===== src/rtl/dword_mem_port.sv =====
// Splits one 64-bit load/store into two 32-bit beats on a 1-cycle-latency RAM port, then pulses a response.
// Define DWORD_MEM_ALIGN_CHECK_EN to reject misaligned requests with rsp_err; otherwise addresses are force-aligned.
`timescale 1ns/1ps
module dword_mem_port (
    input  logic        clk,
    input  logic        reset,
    input  logic        req_valid,
    output logic        req_ready,
    input  logic        req_write,
    input  logic [63:0] req_addr,
    input  logic [63:0] req_wdata,
    output logic        rsp_valid,
    output logic        rsp_err,
    output logic [63:0] rsp_rdata,
    output logic        mem_en,
    output logic        mem_wr,
    output logic [63:0] mem_addr,
    output logic [31:0] mem_wdata,
    input  logic [31:0] mem_rdata
);

    typedef enum logic [2:0] {IDLE, B0, B1, B2, DONE} state_t;

    state_t      state;
    logic        wr_q;
    logic [63:0] addr_q;
    logic [31:0] wdata_hi_q;
    logic [63:0] addr_aligned;
    logic        misaligned;

    assign addr_aligned = req_addr & ~64'h7;

`ifdef DWORD_MEM_ALIGN_CHECK_EN
    assign misaligned = (req_addr[2:0] != 3'b000);
`else
    assign misaligned = 1'b0;
    assign rsp_err    = 1'b0;
`endif

    // Outputs are registered one state ahead so every mem_*/rsp_* value lines up with the state it belongs to.
    always_ff @(posedge clk or negedge reset) begin
        if (!reset) begin
            state      <= IDLE;
            req_ready  <= 1'b1;
            rsp_valid  <= 1'b0;
            rsp_rdata  <= 64'd0;
            mem_en     <= 1'b0;
            mem_wr     <= 1'b0;
            mem_addr   <= 64'd0;
            mem_wdata  <= 32'd0;
            wr_q       <= 1'b0;
            addr_q     <= 64'd0;
            wdata_hi_q <= 32'd0;
`ifdef DWORD_MEM_ALIGN_CHECK_EN
            rsp_err    <= 1'b0;
`endif
        end else begin
            case (state)
                IDLE: begin
                    if (req_valid) begin
                        wr_q       <= req_write;
                        addr_q     <= addr_aligned;
                        wdata_hi_q <= req_wdata[63:32];
                        req_ready  <= 1'b0;
`ifdef DWORD_MEM_ALIGN_CHECK_EN
                        rsp_err    <= misaligned;
`endif
                        if (misaligned) begin
                            state     <= DONE;
                            rsp_valid <= 1'b1;
                        end else begin
                            state     <= B0;
                            mem_en    <= 1'b1;
                            mem_wr    <= req_write;
                            mem_addr  <= addr_aligned;
                            mem_wdata <= req_wdata[31:0];
                        end
                    end
                end
                B0: begin
                    state     <= B1;
                    mem_addr  <= addr_q + 64'd4;
                    mem_wdata <= wdata_hi_q;
                end
                B1: begin
                    mem_en    <= 1'b0;
                    mem_wr    <= 1'b0;
                    mem_addr  <= 64'd0;
                    mem_wdata <= 32'd0;
                    if (!wr_q) begin
                        // RAM answers the B0 read during B1
                        rsp_rdata[31:0] <= mem_rdata;
                        state           <= B2;
                    end else begin
                        state     <= DONE;
                        rsp_valid <= 1'b1;
                    end
                end
                B2: begin
                    rsp_rdata[63:32] <= mem_rdata;
                    state            <= DONE;
                    rsp_valid        <= 1'b1;
                end
                DONE: begin
                    rsp_valid <= 1'b0;
                    req_ready <= 1'b1;
                    state     <= IDLE;
`ifdef DWORD_MEM_ALIGN_CHECK_EN
                    rsp_err   <= 1'b0;
`endif
                end
                default: state <= IDLE;
            endcase
        end
    end

endmodule


===== config.mk =====
export PLATFORM = sky130hd
export DESIGN_NAME = dword_mem_port
export DESIGN_NICKNAME = d
export VERILOG_FILES = /design/src/rtl/dword_mem_port.sv
export SDC_FILE = /design/constraint.sdc
export NUM_CORES = 1
export LEC_CHECK = 0
export CAP_MARGIN = 20
export CORE_UTILIZATION = 45
export CTS_BUF_LIST = sky130_fd_sc_hd__clkbuf_8
export CTS_CLUSTER_SIZE = 16
export DETAILED_ROUTE_END_ITERATION = 16
export MAX_ROUTING_LAYER = met4
export PLACE_DENSITY = 0.77
export SLEW_MARGIN = 10
export SYNTH_ARGS = -nofsm -noshare
export SYNTH_HDL_FRONTEND = slang
export SYNTH_SLANG_ARGS = --single-unit

===== constraint.sdc =====
create_clock -name clk -period 1.95 [get_ports clk]
set_clock_uncertainty 0.1 [all_clocks]
set_input_delay 0.195 -clock clk [delete_from_list [all_inputs] [get_ports clk]]
set_output_delay 0.195 -clock clk [all_outputs]
set_load 0.1 [all_outputs]

==> flow_summary.json <==
{
  "cp_slowest_stage_delay_ps": 440,
  "antenna_cells": 0,
  "max_clock_freq_ghz": 0.534,
  "yosysUniqueCellTypes": 34,
  "grt_usage_pct": 23.5,
  "cts_tree": "yes",
  "min_period_over_period_pct": 96.0,
  "drc": 0,
  "synth_edf_count": 0,
  "grt_start_max_net_pins": 97,
  "start_util_pct": 45.8,
  "cp.arrival_ps": 2180,
  "cts.sinks": 259,
  "synth_warnings": 0,
  "vias_per_cell": 5.52,
  "cp_num_buf_inv": 1,
  "syn_area_per_cell_sq_um": 14.2,
  "nets": 1299,
  "netlist_instances": 813,
  "vias": 8241,
  "period_minus_slack_ps": 1870,
  "crit_slowest_cell": "or3b_4",
  "final_common_cell": "dfrtp_1",
  "die_h_um": 162,
  "grt_pass1_wl_um": 47400,
  "numCtsBuffers": 43,
  "ctsResizeCount": 0,
  "worst_slew_pin_slew_ps": 523,
  "grt_pass1_vias": 8641,
  "dp_hpwl_um": 19800,
  "place.gp.congestion": 0.776,
  "met2_length_um": 14600,
  "synth_area_sq_um": 11500,
  "hold_class": "input pin to async pin",
  "cp_cell_sequence": "or3b_4 -> nor2_8 -> buf_4 -> mux2_4",
  "worst_setup_path_start_kind": "register",
  "hold_viol_final": 0,
  "die-area_sq_um": 26200,
  "final_cell_mix": "dfrtp_1, buf_4, clkdlybuf4s50_1",
  "wire_per_inst_um": 20.2,
  "post-cts-setup-buffers": 0,
  "ant_nets": 0,
  "met1_length_um": 13000,
  "root_buffer": "clkbuf_8",
  "fillers": 1958,
  "cts_max_level": 2,
  "top_layer_used": "met4",
  "worstSkewPairLatency_ps": 550,
  "async_flop_share_pct": 100,
  "finalMaxSlewViolations": 0,
  "outcome": "complete, no violations",
  "regArea_sq_um": 6480,
  "io_pins": 329,
  "rsz0062_at_grt": "false",
  "cp-end-kind": "register",
  "core_sq_um": 25100,
  "drt_pass1_iterations": 4,
  "cp_max_fo": 19,
  "ys_ff_latch": 259,
  "slew_headroom_pct": 65.1,
  "crit_type": "register to register",
  "clock_path_buffers": 3,
  "numPortBuffers": 322,
  "wl_um": 30100,
  "antenna_found_initial": 0,
  "syn_to_final_growth_pct": 36.3,
  "cpLargestDelayFamily": "simple AND/OR/NAND/NOR gates",
  "synth_ff_type": "dfrtp_1",
  "critPathRequiredTime_ps": 2260,
  "rows": 58,
  "grt_overflow": 0,
  "finalSetupViolCount": 0,
  "synth-seq-area-share_pct": 56.3,
  "drive_gt1_share_pct": 43.5,
  "die_w_um": 162,
  "maxCapViolations": 0,
  "drt_iter0_markers": 636,
  "dr_wl_met3_um": 1710,
  "multi_input_area_sq_um": 4560,
  "clk_pin_slew_ps": 60,
  "hold_ws_ps": 86.6
}
[Yosys cell counts (2+ instances only)]
cell type | count | area, sq um
or3_1 | 93 | 582
o221a_2 | 80 | 901
o21a_1 | 93 | 698
buf_4 | 6 | 45.0
buf_2 | 27 | 135
buf_12 | 7 | 140
nand2_1 | 4 | 15.0
buf_1 | 2 | 7.51
o21ai_0 | 3 | 15.0
o221a_1 | 13 | 146
nand2b_1 | 2 | 12.5
mux2_2 | 98 | 1100
a21oi_1 | 3 | 15.0
dfrtp_1 | 258 | 6460
inv_1 | 2 | 7.51
nor2_1 | 5 | 18.8
mux2_4 | 60 | 901
clkbuf_1 | 41 | 154
[repair_timing]
item                                    in CTS  in global routing
hold buffers                                 1                  0
endpoints found under the setup margin       0                  0
endpoints found under the hold margin      259                  0
[worst register-to-register path, cell delays in order, from the launching register on]
cell and delay (ps):
dfrtp_1 390, or3b_4 440, nor2_8 130, buf_4 350, mux2_4 350
[final timing paths]
path | startpoint | to | slack, ps | cells past startpoint
hold reg to reg | addr_q[22]$_DFFE_PN0P_ | addr_q[22]$_DFFE_PN0P_ | 400 | 1
setup reg to reg | state[1]$_DFFE_PN0P_ | wdata_hi_q[12]$_DFFE_PN0P_ | 80 | 4
hold / removal | reset | mem_addr[18]$_DFFE_PN0P_ | 90 | 2
min in group clk | req_wdata[39] | wdata_hi_q[7]$_DFFE_PN0P_ | 170 | 2
setup / recovery | state[1]$_DFFE_PN0P_ | wdata_hi_q[12]$_DFFE_PN0P_ | 80 | 4
max in group asynchronous | reset | addr_q[60]$_DFFE_PN0P_ | 1000 | 3
[sequential cells by signal, summed over array words and instances, names as in the netlist]
signal,count
wdata_hi_q,32
rsp_valid,1
mem_addr,62
mem_wdata,32
mem_wr,1
addr_q,61
wr_q,1
mem_en,1
state,3
req_ready,1
rsp_rdata,64
[layout make-up]
cell class                      count  share of cell area, %
Tap cell                          330                   2.63
Clock inverter                     21                  0.750
Timing Repair Buffer              358                   21.4
Multi-Input combinational cell    470                   29.1
Clock buffer                       53                   4.65
Sequential cell                   259                   41.4
Inverter                            3                 0.0878
[layer usage]
layer	vias up	global-route usage, %
met1	4189	30.0
li1	3713	-
met3	54	4.39
met5	-	-
met4	0	8.83
met2	285	37.2
[through the flow]
step                cell area, sq um  utilization [%]  setup slack (ps)  setup TNS, ps  cells
finish                         15700             62.4              77.2              0   1494
global route                   15700             62.4              22.3              0   1494
CTS                            15700             62.4              71.6              0   1494
detailed placement             14800             59.0              -193         -12230   1419
global placement               14800             59.0              -171         -11340   1419
floorplan                      11500                -               245              0    815
[kinds of logic after synthesis]
family / count (synthesis) / share of synthesized area [%]
DFF: 259 / 56.3
AOI/OAI and AO/OA: 198 / 15.9
muxes: 159 / 17.5
and+or+nand+nor: 110 / 5.97
buffers and inverters: 86 / 4.28
other: 1 / 0.0326
Power is not shown: default switching activity piles up to over one toggle a cycle in this logic, so the estimate is an artifact.
